===== config.mk =====
export PLATFORM = sky130hd
export DESIGN_NAME = usr_shift_sequencer
export DESIGN_NICKNAME = d
export VERILOG_FILES = /design/src/rtl/usr_pkg.sv /design/src/rtl/usr_shift_counter.sv /design/src/rtl/usr_shift_sequencer.sv
export SDC_FILE = /design/constraint.sdc
export NUM_CORES = 1
export LEC_CHECK = 0
export CAP_MARGIN = 20
export CELL_PAD_IN_SITES_DETAIL_PLACEMENT = 0
export CELL_PAD_IN_SITES_GLOBAL_PLACEMENT = 1
export CORE_ASPECT_RATIO = 1.4
export CORE_UTILIZATION = 30
export DETAILED_ROUTE_END_ITERATION = 8
export PLACE_DENSITY = 0.79
export SLEW_MARGIN = 20
export SYNTH_ARGS = -nofsm -noshare
export SYNTH_HDL_FRONTEND = slang
export SYNTH_SLANG_ARGS = --single-unit

===== constraint.sdc =====
create_clock -name clk -period 1.73 [get_ports clk]
set_clock_uncertainty 0.1 [all_clocks]
set_input_delay 0.346 -clock clk [delete_from_list [all_inputs] [get_ports clk]]
set_output_delay 0.346 -clock clk [all_outputs]
set_load 0.1 [all_outputs]

===== src/rtl/usr_pkg.sv =====
// Shared definitions for the universal shift register sequencer.
//   - command op encodings (cmd_op)
//   - register select codes (usr_select)
//   - FSM state enum
//   - helper mapping a shift/rotate op onto the select code it needs
package usr_pkg;

  localparam logic [1:0] OP_LOAD = 2'b00;
  localparam logic [1:0] OP_SHR  = 2'b01;
  localparam logic [1:0] OP_SHL  = 2'b10;
  localparam logic [1:0] OP_ROTR = 2'b11;

  localparam logic [1:0] SEL_HOLD = 2'b00;
  localparam logic [1:0] SEL_SHR  = 2'b01;
  localparam logic [1:0] SEL_SHL  = 2'b10;
  localparam logic [1:0] SEL_LOAD = 2'b11;

  typedef enum logic [1:0] {
    IDLE  = 2'b00,
    LOAD  = 2'b01,
    SHIFT = 2'b10,
    DONE  = 2'b11
  } state_t;

  // Rotate-right is a right shift whose serial-in is fed back from bit 0,
  // so it shares the SHR select code.
  function automatic logic [1:0] shift_select(input logic [1:0] op);
    logic [1:0] sel;
    sel = SEL_SHR;
    if (op == OP_SHL) begin
      sel = SEL_SHL;
    end
    return sel;
  endfunction

endpackage


===== src/rtl/usr_shift_counter.sv =====
// Loadable down-counter that times the SHIFT phase of the sequencer.
// Ports:
//   clk, reset   clock and synchronous active-high reset (count -> 0)
//   load         load load_value this cycle (has priority over dec)
//   load_value   new count value
//   dec          decrement by one; saturates at zero
//   zero         count is 0
//   last         count is 1 (final shift cycle)
module usr_shift_counter #(
  parameter int CNT_W = 3
) (
  input  logic             clk,
  input  logic             reset,
  input  logic             load,
  input  logic [CNT_W-1:0] load_value,
  input  logic             dec,
  output logic             zero,
  output logic             last
);

  localparam logic [CNT_W-1:0] ONE = {{(CNT_W-1){1'b0}}, 1'b1};

  logic [CNT_W-1:0] count_reg;
  logic [CNT_W-1:0] count_next;

  always_comb begin
    count_next = count_reg;
    if (load) begin
      count_next = load_value;
    end else if (dec && (count_reg != '0)) begin
      count_next = count_reg - ONE;
    end
  end

  always_ff @(posedge clk) begin
    if (reset) begin
      count_reg <= '0;
    end else begin
      count_reg <= count_next;
    end
  end

  assign zero = (count_reg == '0);
  assign last = (count_reg == ONE);

endmodule


===== src/rtl/usr_shift_sequencer.sv =====
// Command-driven controller for a 4-bit universal shift register
// (select 00 hold, 01 SHR, 10 SHL, 11 load). Accepts one command at a time
// over valid/ready, drives select/serial-in/parallel-in for exactly the
// cycles the command needs, then pulses done for one cycle.
// Ports:
//   clk, reset        clock and synchronous active-high reset
//   cmd_valid/ready   command handshake; ready only while idle
//   cmd_op            00 LOAD, 01 SHR, 10 SHL, 11 ROTR
//   cmd_count         shift/rotate count (ignored for LOAD)
//   cmd_fill          serial bit shifted in for SHR/SHL
//   cmd_data          parallel word for LOAD
//   usr_data_out      register contents, fed back for ROTR
//   usr_select        register select code
//   usr_shift_right   register MSB serial-in
//   usr_shift_left    register LSB serial-in
//   usr_parallel_in   register parallel-in (latched command data)
//   busy              command in progress
//   done              one-cycle completion pulse
module usr_shift_sequencer
  import usr_pkg::*;
#(
  parameter int WIDTH = 4,
  parameter int CNT_W = 3
) (
  input  logic             clk,
  input  logic             reset,
  input  logic             cmd_valid,
  output logic             cmd_ready,
  input  logic [1:0]       cmd_op,
  input  logic [CNT_W-1:0] cmd_count,
  input  logic             cmd_fill,
  input  logic [WIDTH-1:0] cmd_data,
  input  logic [WIDTH-1:0] usr_data_out,
  output logic [1:0]       usr_select,
  output logic             usr_shift_right,
  output logic             usr_shift_left,
  output logic [WIDTH-1:0] usr_parallel_in,
  output logic             busy,
  output logic             done
);

  state_t           state_reg;
  state_t           state_next;
  logic [1:0]       op_reg;
  logic             fill_reg;
  logic [WIDTH-1:0] data_reg;

  logic accept;
  logic cnt_zero;
  logic cnt_last;

  // Only bit 0 of the register is needed (rotate feedback).
  logic unused_data_bits;
  assign unused_data_bits = ^usr_data_out[WIDTH-1:1];

  assign accept = cmd_valid && cmd_ready;

  usr_shift_counter #(
    .CNT_W(CNT_W)
  ) u_counter (
    .clk       (clk),
    .reset     (reset),
    .load      (accept),
    .load_value(cmd_count),
    .dec       (state_reg == SHIFT),
    .zero      (cnt_zero),
    .last      (cnt_last)
  );

  always_comb begin
    state_next = state_reg;
    case (state_reg)
      IDLE: begin
        if (accept) begin
          if (cmd_op == OP_LOAD) begin
            state_next = LOAD;
          end else if (cmd_count == '0) begin
            state_next = DONE;
          end else begin
            state_next = SHIFT;
          end
        end
      end
      LOAD:  state_next = DONE;
      // The counter still holds the remaining shift count for this cycle;
      // a value of 1 means this is the last shift. Zero is a safe exit.
      SHIFT: begin
        if (cnt_last || cnt_zero) begin
          state_next = DONE;
        end
      end
      DONE:    state_next = IDLE;
      default: state_next = IDLE;
    endcase
  end

  always_ff @(posedge clk) begin
    if (reset) begin
      state_reg <= IDLE;
      op_reg    <= '0;
      fill_reg  <= 1'b0;
      data_reg  <= '0;
    end else begin
      state_reg <= state_next;
      if (accept) begin
        op_reg   <= cmd_op;
        fill_reg <= cmd_fill;
        data_reg <= cmd_data;
      end
    end
  end

  always_comb begin
    usr_select = SEL_HOLD;
    case (state_reg)
      LOAD:    usr_select = SEL_LOAD;
      SHIFT:   usr_select = shift_select(op_reg);
      default: usr_select = SEL_HOLD;
    endcase
  end

  // Serial-in values are only consumed while the matching select is active,
  // so they are decoded from the latched op alone.
  always_comb begin
    usr_shift_right = 1'b0;
    usr_shift_left  = 1'b0;
    case (op_reg)
      OP_SHR:  usr_shift_right = fill_reg;
      OP_ROTR: usr_shift_right = usr_data_out[0];
      OP_SHL:  usr_shift_left  = fill_reg;
      default: begin
        usr_shift_right = 1'b0;
        usr_shift_left  = 1'b0;
      end
    endcase
  end

  assign usr_parallel_in = data_reg;
  assign cmd_ready       = (state_reg == IDLE);
  assign busy            = (state_reg != IDLE);
  assign done            = (state_reg == DONE);

endmodule


Yosys cells after proc, flatten, opt, wreduce, memory -nomap -nowiden. Cells that the tools add are included.

Add/subtract/negate cells: 1. Equality and inequality tests: 9. Multiplexer cells: 11. Reductions and logical operators: 11.

Operators by type and width (count): 2-bit == test, second input constant (4); 2-bit two-way mux (4); 2-bit case mux with 4 select lines (1); 3-bit logical NOT (2); 3-bit two-way mux (2); 2-bit by 1-bit == test with 1-bit output, second input constant (2); 2-bit logical NOT (2); 2-bit case mux with 2 select lines (1); 2-bit nonzero test (2); 3-bit by 1-bit == test with 1-bit output, second input constant (1); 3-bit nonzero test (1); 3-bit by 1-bit subtractor with 3-bit output, second input constant (1); 1-bit logical AND (2); 1-bit two-way mux (2); 2-bit by 1-bit != test with 1-bit output, second input constant (1); 2-bit != test, second input constant (1); 1-bit case mux with 2 select lines (1); 2-bit AND reduction (1); 1-bit logical OR (1).

Bits in registers: 12. Input bits: 17. Output and inout port bits: 11.

Longest topological paths before layout.
Word-level depth: 5. Gate-level depth with buffers: 6.

Modules after synthesis. Synthesis repeated with hierarchy kept, for this count alone.

Cells, all modules: 88. Area, all modules: 713.2 µm².

Modules (own cells, without submodules): usr_shift_sequencer (times used 1, cells each 63, area an instance 490.5 µm², seq. area each 180.2 µm²); usr_shift_counter (times used 1, cells each 25, area an instance 222.7 µm², seq. area each 60.1 µm²).

Worst setup path before layout. OpenSTA, ideal clock, no wires.

Path type: reg-to-reg. From: register state_reg[0]. To: register state_reg[0]. Arrival: 2634 ps. Data required time: 1560 ps. Setup slack: -1074 ps. Stages on the path, launching flop included: 7. Buffers on the path: 0. Cells stage by stage: dfxtp_1 -> inv_1 -> ha_1 -> inv_1 -> a2bb2oi_2 -> nand2b_1 -> a21oi_1.

Word-level cells in the longest chain between the ends: 4.

RTL lines: from (decl) (line usr_shift_sequencer.sv:42) `state_t state_reg;`; from (signal assigned) (line usr_shift_sequencer.sv:104) `state_reg <= state_next;`; 2-bit logical NOT (*) (line usr_shift_sequencer.sv:139) `assign cmd_ready = (state_reg == IDLE);`; via cmd_ready (line usr_shift_sequencer.sv:28) `output logic cmd_ready,`; 1-bit logical AND (line usr_shift_sequencer.sv:56) `assign accept = cmd_valid && cmd_ready;`; 2-bit by 1-bit != test with 1-bit output (no line); 2-bit AND reduction (no line).

Mark *: on every way through the listed nets, which the timed path passes. The rest lies on a longest branch. A chain may end at the register's enable or synchronous reset.

Final worst setup path.
From: register state_reg[1]. To: output usr_select[1].

Word-level cells in the longest chain between the ends: 2.

RTL lines: 2-bit == test / 2-bit by 1-bit == test with 1-bit output (equally long branches) (line usr_shift_sequencer.sv:115) `case (state_reg)`; 2-bit case mux with 2 select lines (*) (line usr_shift_sequencer.sv:115); to (decl) (line usr_shift_sequencer.sv:34) `output logic [1:0] usr_select,`.

Every way passes the cells marked *; elsewhere a longest branch is shown, timed or not.

==> summary.md <==
| Metric | Value |
|---|---|
| Status | finished, violations left |
| Failing checks | negative setup slack |
| Syn Inst Count | 84 |
| Fin. Hold Viols | 0 |
| TritonCTS Sinks | 12 |
| Worst setup margin | -0.0350 ns |
| Ys Warns | 0 |
| Via count of the routed design | 676 |
| Core Area | 2200 um2 |
| Worst-skew pair later-pin latency | 0.27 ns |
| Final #Nets | 143 |
| Worst slew pin tran | 0.337 ns |
| Register area | 248 um2 |
| CP Max Fanout | 4 |
| HPWL after detailed placement | 1320 um |
| # IOs | 28 |
| Initial antenna violation count | 0 |
| Netlist cell types | 29 |
| HP Class | reg2reg |
| RSZ-0062 raised after global routing | yes |
| DRT antenna net count | 0 |
| H-tree levels | 1 |
| Leak | 0.487 nW |
| Critical Path AT | 1.32 ns |
| CTS Root Cell | clkbuf_4 |
| CTS tree | built |
| Number of global-route vias before repair | 688 |
| VDD IR-drop max | 0.00116 V |
| Net count after synthesis | 109 |
| Bufs on Longest Clock Path | 2 |
| Maximum number of pins on one net before global-route repair | 11 |
| Total Power | 2.50 mW |
| Pre-antenna DRT Iters | 4 |
| Crit. End Element | output port |
| Post-route DRC | 0 |
| GRT Residual Overflow | 0 |
| CP cell instances | inv_4, ha_4, nor2b_4, buf_12 |
| Initial Util | 0.323 |
| GP Congestion | 0.737 |
| # port buffers | 24 |
| Layout Cells excl Fill | 139 |
| Fraction of layout cells with a size suffix above 1 | 0.359 |
| Worst Path Required | 1.28 ns |
| Sequential-to-total area share from yosys stat | 0.338 |
| Final core utilization | 0.566 |
| F_max | 567 MHz |
| Slowest CP cell | dfxtp_4 |
| Avg Synthesized Cell Area | 8.46 um2 |
| Max reg flops | 4 |
| Crit path kind | reg2out |
| Num rows | 20 |
| Drt wl/cell | 12.6 um |
| Area Overhead vs Synth | 75.5% |
| Filler cell count | 206 |
| Placed Cells | 131 |
| Mapped cell area | 711 um2 |
| Setup violators final | 2 |
| Minimum clock period | 1.76 ns |
| Die W | 43.1 um |
| Crit path launch type | flop |
| Multi-input combinational cell area | 490 um2 |
| DR iter-0 viols | 28 |
| Synth area leader | dfxtp_1 |
| Global Route Usage Sum | 0.154 |
| Largest stage delay, worst path | 0.39 ns |
| Slew headroom | 0.775 |
| Final period util | 1.02 |
| Hold_buf cts | 0 |
| Synth Register Bits | 12 |
| Synth top area share | 0.338 |
| DIE HEIGHT | 59.6 um |
| WHS | 0.358 ns |
| Finished Cell Area | 1250 um2 |
| Global-route wire length before repair | 2950 um |
| Area of placed instances | 1130 um2 |
| PwrDens | 2010 nW/um2 |
| Clk pin slew, worst setup/hold paths | 0.08 ns |
| Vias per cell | 4.86 |
| Cts bufs inserted | 3 |
| MaxCap Viol Count | 0 |
| Main area contributors after synthesis | dfxtp_1 (34%), ha_1 (14%), nand2_1 (8.5%), a21oi_1 (7.0%), inv_1 (3.7%) |
| Count of pins over their slew limit | 0 |
| Die footprint | 2570 um2 |
| WL final | 1760 um |
| Antenna diodes | 0 |
[layer usage]
layer | track usage | up-vias | wire (um)
li1 | - | 349 | -
met1 | 0.174 | 313 | 714
met2 | 0.275 | 12 | 984
met3 | 0.0122 | 2 | 40
met4 | 0.0909 | 0 | 17
met5 | 0 | - | 0
[area by class of cell]
type / count / area share
sequential: 12 / 0.199
inverter: 7 / 0.0281
multi-input combinational: 62 / 0.393
clock buffer: 4 / 0.0291
timing repair buffer: 32 / 0.329
tap: 22 / 0.0221
[cell usage after synthesis]
cell type	number
nor4_2	1
nor2b_1	2
mux2i_1	2
o31ai_2	1
a31oi_1	1
o221ai_1	1
ha_1	8
inv_1	7
a211oi_1	1
a311oi_2	1
clkbuf_1	1
a2bb2oi_2	1
o21ai_0	1
buf_2	1
a21oi_1	10
and2_1	1
mux2_1	1
nand2b_1	1
nand2_1	16
and3_1	1
o21bai_1	1
nand3b_1	1
o21ai_2	1
dfxtp_1	12
nor3_1	1
buf_6	1
and4_1	1
nor2_1	6
xnor2_1	1
[cells in the final DEF (no fill, tap or decap), drive strengths merged, types with 2 or more instances in the layout]
master / instances
nor2b: 2
clkbuf: 4
o21ai: 2
a21oi: 10
inv: 6
buf: 19
nand2: 16
clkdlybuf4s50: 13
dfxtp: 12
nor2: 6
ha: 8
mux2i: 2
[metrics by stage]
step / TNS (ns) / setup WS (ns)
floorplan: -0.575 / -0.288
global placement: 0 / 0.0948
detailed placement: 0 / 0.0593
CTS: -0.0803 / -0.0415
global route: -0.203 / -0.104
finish: -0.0638 / -0.0350
[where the power goes]
part	internal, mW	switching, mW
logic	0.770	1.05
registers	0.368	0.0872
clock network	0.128	0.0947
[worst paths after layout]
| path | endpoint | slack, ns | depth (start not counted) | from |
|---|---|---|---|---|
| setup reg to reg | u_counter.count_reg[1] | 0.18 | 6 | u_counter.count_reg[0] |
| hold / removal | op_reg[0] | 0.36 | 2 | op_reg[0] |
| setup / recovery | usr_select[1] | -0.03 | 4 | state_reg[1] |
| hold reg to reg | op_reg[0] | 0.36 | 2 | op_reg[0] |
[cell families (layout without fill, tap and decap cells)]
family                   count (synthesis)  after routing  share of synthesized area
adder cells (fa/ha/maj)                  8              8                      0.141
flip-flops                              12             12                      0.338
AND/OR/NAND/NOR                         31             31                      0.208
buffers and inverters                   10             43                     0.0651
multiplexers                             3              3                     0.0440
XOR/XNOR                                 1              1                     0.0123
AO/OA/AOI/OAI                           19             19                      0.192
[timing repair]
action	in CTS	in global routing
pin swaps	3	0
resized for setup	11	0
gates cloned	0	0
buffers inserted	2	2
setup endpoints to repair	2	3
[worst max-delay path, delay by kind of cell, from the launching register on]
family | cells | cell delay, ns
simple gates | 1 | 0.16
fa+ha+maj | 1 | 0.27
flops | 1 | 0.39
buf+inv | 2 | 0.23
(Power assumes the default switching activity.)
